--- config.mk ---
export PLATFORM = sky130hd
export DESIGN_NAME = iecdrv_sd_arbiter
export DESIGN_NICKNAME = d
export VERILOG_FILES = /design/src/rtl/iecdrv_pkg.sv /design/src/rtl/iecdrv_rr_pick.sv /design/src/rtl/iecdrv_sd_arbiter.sv
export SDC_FILE = /design/constraint.sdc
export NUM_CORES = 1
export LEC_CHECK = 0
export BUFFER_PORTS_ARGS = -buffer_cell sky130_fd_sc_hd__buf_2
export CORE_AREA = 2 2 87 89
export DETAILED_ROUTE_END_ITERATION = 8
export DIE_AREA = 0 0 89 91
export PLACE_DENSITY = 0.94
export SYNTH_ARGS = -nofsm -noshare
export SYNTH_HDL_FRONTEND = slang
export SYNTH_SLANG_ARGS = --single-unit
--- constraint.sdc ---
create_clock -name clk -period 3 [get_ports clk]
set_input_delay 0.6 -clock clk [delete_from_list [all_inputs] [get_ports clk]]
set_output_delay 0.6 -clock clk [all_outputs]
set_load 0.02 [all_outputs]
--- src/rtl/iecdrv_pkg.sv ---
// rtl/iecdrv_pkg.sv - shared types and constants for the IEC drive SD path
package iecdrv_pkg;

   localparam int IECDRV_MAX_DRV = 4;

   typedef enum logic [1:0] {
      IDLE  = 2'd0,
      REQ   = 2'd1,
      XFER  = 2'd2,
      DRAIN = 2'd3
   } sdarb_state_t;

   function automatic int sel_width(input int n);
      return (n > 1) ? $clog2(n) : 1;
   endfunction

endpackage

--- src/rtl/iecdrv_rr_pick.sv ---
// rtl/iecdrv_rr_pick.sv - round-robin picker: first pending index at or after ptr
module iecdrv_rr_pick import iecdrv_pkg::*; #(
   parameter int  N = 2,
   localparam int W = sel_width(N)
) (
   input  logic [N-1:0] pending,
   input  logic [W-1:0] ptr,
   output logic         valid,
   output logic [W-1:0] idx
);

   logic [N-1:0] rot;
   logic [W-1:0] enc;
   int           sum;

   always_comb begin
      rot   = N'({pending, pending} >> ptr);
      valid = |rot;
      enc   = '0;
      for (int k = N - 1; k >= 0; k--) begin
         if (rot[k]) enc = W'(k);
      end
      // Undo the rotation; ptr and enc are both below N so one wrap suffices.
      sum = int'(ptr) + int'(enc);
      if (sum >= N) sum = sum - N;
      idx = W'(sum);
   end

endmodule

--- src/rtl/iecdrv_sd_arbiter.sv ---
// rtl/iecdrv_sd_arbiter.sv - round-robin sharing of the host SD block port between drive track loaders
module iecdrv_sd_arbiter import iecdrv_pkg::*; #(
   parameter int  NDRV  = 2,
   parameter int  TMO_W = 26,
   localparam int SEL_W = sel_width(NDRV)
) (
   input  logic               clk,
   input  logic               reset_n,
   input  logic [NDRV*32-1:0] req_lba,
   input  logic [NDRV*6-1:0]  req_blk_cnt,
   input  logic [NDRV-1:0]    req_rd,
   input  logic [NDRV-1:0]    req_wr,
   output logic [NDRV-1:0]    req_ack,
   output logic [31:0]        sd_lba,
   output logic [5:0]         sd_blk_cnt,
   output logic               sd_rd,
   output logic               sd_wr,
   input  logic               sd_ack,
   output logic [SEL_W-1:0]   sd_sel,
   output logic               sd_busy,
   output logic               sd_tmo
);

   // Fires on the REQ edge where the counter would reach all-ones: 2^TMO_W-1 cycles in REQ.
   localparam logic [TMO_W-1:0] WDOG_FIRE = ~TMO_W'(1);

   sdarb_state_t     state_q, state_d;
   logic [SEL_W-1:0] ptr_q, ptr_d;
   logic [SEL_W-1:0] sel_q, sel_d;
   logic [31:0]      lba_q, lba_d;
   logic [5:0]       cnt_q, cnt_d;
   logic             rd_q, rd_d;
   logic             wr_q, wr_d;
   logic             busy_q, busy_d;
   logic             tmo_q, tmo_d;
   logic [TMO_W-1:0] wdog_q, wdog_d;

   logic             pick_valid;
   logic [SEL_W-1:0] pick_idx;
   logic [SEL_W-1:0] next_ptr;

   iecdrv_rr_pick #(.N(NDRV)) u_pick (
      .pending (req_rd | req_wr),
      .ptr     (ptr_q),
      .valid   (pick_valid),
      .idx     (pick_idx)
   );

   assign next_ptr = (int'(sel_q) == NDRV - 1) ? '0 : sel_q + 1'b1;

   always_ff @(posedge clk) begin
      if (!reset_n) begin
         state_q <= DRAIN;
         ptr_q   <= '0;
         sel_q   <= '0;
         lba_q   <= '0;
         cnt_q   <= '0;
         rd_q    <= 1'b0;
         wr_q    <= 1'b0;
         busy_q  <= 1'b0;
         tmo_q   <= 1'b0;
         wdog_q  <= '0;
      end else begin
         state_q <= state_d;
         ptr_q   <= ptr_d;
         sel_q   <= sel_d;
         lba_q   <= lba_d;
         cnt_q   <= cnt_d;
         rd_q    <= rd_d;
         wr_q    <= wr_d;
         busy_q  <= busy_d;
         tmo_q   <= tmo_d;
         wdog_q  <= wdog_d;
      end
   end

   always_comb begin
      state_d = state_q;
      ptr_d   = ptr_q;
      sel_d   = sel_q;
      lba_d   = lba_q;
      cnt_d   = cnt_q;
      rd_d    = rd_q;
      wr_d    = wr_q;
      busy_d  = busy_q;
      tmo_d   = 1'b0;
      wdog_d  = wdog_q;
      case (state_q)
         IDLE: begin
            // A host ack still high from an aborted transfer must not be taken for ours.
            if (pick_valid && !sd_ack) begin
               state_d = REQ;
               sel_d   = pick_idx;
               lba_d   = req_lba[int'(pick_idx)*32 +: 32];
               cnt_d   = req_blk_cnt[int'(pick_idx)*6 +: 6];
               wr_d    = req_wr[pick_idx];
               rd_d    = !req_wr[pick_idx];
               busy_d  = 1'b1;
               wdog_d  = '0;
            end
         end
         REQ: begin
            if (sd_ack) begin
               state_d = XFER;
               rd_d    = 1'b0;
               wr_d    = 1'b0;
            end else if (wdog_q == WDOG_FIRE) begin
               state_d = DRAIN;
               rd_d    = 1'b0;
               wr_d    = 1'b0;
               busy_d  = 1'b0;
               tmo_d   = 1'b1;
               ptr_d   = next_ptr;
            end else begin
               wdog_d  = wdog_q + 1'b1;
            end
         end
         XFER: begin
            if (!sd_ack) begin
               state_d = IDLE;
               busy_d  = 1'b0;
               ptr_d   = next_ptr;
            end
         end
         DRAIN: begin
            if (!sd_ack) state_d = IDLE;
         end
         default: state_d = DRAIN;
      endcase
   end

   always_comb begin
      req_ack = '0;
      for (int i = 0; i < NDRV; i++) begin
         req_ack[i] = sd_ack && (state_q == REQ || state_q == XFER) && (sel_q == SEL_W'(i));
      end
   end

   assign sd_lba     = lba_q;
   assign sd_blk_cnt = cnt_q;
   assign sd_rd      = rd_q;
   assign sd_wr      = wr_q;
   assign sd_sel     = sel_q;
   assign sd_busy    = busy_q;
   assign sd_tmo     = tmo_q;

endmodule
==> summary.md <==
| Metric | Value |
|---|---|
| Status | completed |
| Top cell family by delay on the critical path | compound AO/OA/AOI/OAI gates |
| TritonCTS clock tree | done |
| Port bufs | 127 |
| Slew @ Worst Pin | 1.13 ns |
| Final Cycle Share | 0.846 |
| Max-cap violations | 0 |
| Die width | 89 um |
| Leakage | 2.41 nW |
| Maximum clock frequency | 394 MHz |
| Critical path, cell by cell | inv_1 -> ha_1 -> nor2_1 -> a211oi_2 -> o21ai_2 -> buf_12 -> or4_1 -> a21oi_1 |
| Top post-synthesis cells by count | dfxtp_1, nand2_1, mux2i_1, o211a_1, nand3_1 |
| Worst EP arrival | 2.79 ns |
| Ports | 128 |
| DR DRC count | 0 |
| Die Span Y | 91 um |
| Vias in the first global route | 3585 |
| DP HPWL | 6.96 mm |
| Pre-antenna DRT Iters | 4 |
| Top FF cell, synth | dfxtp_1 |
| Final core utilization | 0.656 |
| Final #Nets | 615 |
| Peak VDD IR | 0.000334 V |
| Hold buffers post-CTS | 0 |
| Critical path class | register to register |
| Final hold vios | 0 |
| Worst skew pair latency | 0.35 ns |
| Final min period | 2.54 ns |
| Final ANT Viol Nets | 0 |
| Cell variety after synth | 51 |
| H-tree depth | 3 |
| Top post-synthesis cells by area | dfxtp_1, mux2i_1, o211a_1, nand2_1, nand3_1 |
| M2 GR Usage | 0.427 |
| Tot Pwr | 2.82 mW |
| Final Wtd Congestion | 0.860 |
| Synth Cell Area | 3820 sq um |
| Root buf cell | clkbuf_8 |
| Initial Utilization | 0.535 |
| Cell taking the most area after synthesis | dfxtp_1 |
| CP Launch Type | register |
| Grt total ovfl | 0 |
| Clock Path Buffers | 2 |
| Fin. max-slew vios | 0 |
| Post-route setup slack | 0.461 ns |
| Starting DRT DRC Count | 281 |
| DP Worst Slack | 0.334 ns |
| Finish-stage setup viols | 0 |
| Cells after synthesis | 416 |
| Slowest-stage cell, CP | or4_1 |
| Vias post-DR | 3595 |
| Count leader, synth | dfxtp_1 |
| Sequential Area | 1440 sq um |
| Post-CTS resize count | 0 |
| CP Buf/Inv Count | 2 |
| Crit end category | register |
| Clock Skews | 0.00989 ns |
| # clock sinks | 72 |
| Gr busiest metal | met2 |
| Setup TNS | 0 ns |
| Critical path peak fanout | 19 |
| GRT Overall Usage | 0.248 |
| Final wirelength | 9.76 mm |
| Reg-to-reg setup timing slack | 0.46 ns |
| Vias/cell | 5.71 |
| Area fraction of the dominant cell type after synthesis | 0.378 |
| M1 GR Usage | 0.295 |
| Rel. slew slack | 0.250 |
| Setup Fix Bufs, Post-CTS | 0 |
| Met3 Use GR | 0.0400 |
| #FFs+latches synth | 72 |
| Clock Pin Slew Worst Setup and Hold Paths | 0.08 ns |
| Multi-input logic area | 2210 sq um |
| Post-synth EDFFs | 0 |
| Area of the die | 8100 sq um |
| RSZ-0062 raised after global routing | false |
| Pwr dens | 603 nW/um^2 |
| Area Overhead vs Synth | 22.6% |
| Mapped Avg Cell Area | 9.18 sq um |
| CP required | 3.25 ns |
| Part of the Yosys area used for sequential elements | 0.378 |
| Placed instance area | 4480 sq um |
| # rows | 31 |
| Fin area | 4680 sq um |
| N_diodes | 0 |
| Minimum hold slack | 0.479 ns |
| Layout cells sized above 1 | 0.301 |
| Antenna violations before repair | 0 |
| Syn. warnings | 0 |
| Fillers | 592 |
| CTS buffer count | 9 |
| Final Non-Filler Cells | 630 |
| Placed cell count | 614 |
| Largest net degree at the start of global routing | 80 |
| Slowest Stage Delay on Critical Path | 0.51 ns |
| Post-synth ARST share | 0 |
| Core ar. | 7140 sq um |
| Hold WC Path Type | register to register |
| First-pass GRT wire length | 16.1 mm |
| Mapped Nets | 505 |
| Routed len/inst | 15.5 um |
[cell usage in the layout, fill, tap and decap left out, drive strengths merged, types with 8 or more instances in the layout]
cell      n
inv       9
nand2    66
dfxtp    72
a211oi    9
or2      15
nor2      8
nand3    20
mux2i    54
clkbuf    9
o211a    39
a21oi    14
o21ai     9
buf     132
[final timing paths]
path | startpoint | end | depth (start not counted)
worst min-delay path | wdog_q[15] | wdog_q[15] | 2
worst max-delay path | state_q[1] | wdog_q[18] | 8
worst max register to register | state_q[1] | wdog_q[18] | 8
worst min register to register | wdog_q[15] | wdog_q[15] | 2
[registers in the layout, summed over array words and instances, names as in the netlist]
register / cells
ptr_q: 1
sd_blk_cnt: 6
sd_busy: 1
sd_lba: 32
sd_rd: 1
sd_sel: 1
sd_tmo: 1
sd_wr: 1
state_q: 2
wdog_q: 26
[worst min-delay path, stage by stage (launching register included)]
cell and delay [ns]:
dfxtp_1 0.33, nand2_1 0.06, mux2i_1 0.05
[kinds of logic (layout without fill, tap and decap cells)]
| family | count (synthesis) | after routing | synth area share |
|---|---|---|---|
| AOI/OAI and AO/OA | 99 | 99 | 0.217 |
| and+or+nand+nor | 143 | 143 | 0.190 |
| buffers and inverters | 39 | 154 | 0.0465 |
| adders and majority gates | 7 | 7 | 0.0223 |
| DFF | 72 | 72 | 0.378 |
| xor gates and xnor gates | 2 | 2 | 0.00459 |
| muxes | 54 | 54 | 0.142 |
[layer usage]
metal | share of wire | vias to the layer above
met5 | 0 | -
met4 | 0.029 | 0
met3 | 0.054 | 22
met2 | 0.50 | 132
met1 | 0.41 | 1688
li1 | - | 1753
[final cells by class]
type / count / share of cell area
clock buffers: 9 / 0.0265
clock inverters: 7 / 0.0166
inverters: 6 / 0.00481
multi-input cells: 305 / 0.471
flip-flops and latches: 72 / 0.308
well taps: 99 / 0.0265
repair buffers: 132 / 0.146
[power breakdown]
part / switching (mW) / internal (mW)
logic: 0.548 / 0.372
clock network: 0.400 / 0.393
registers: 0.0624 / 1.05
No activity file was read; power rests on OpenSTA's default activity.
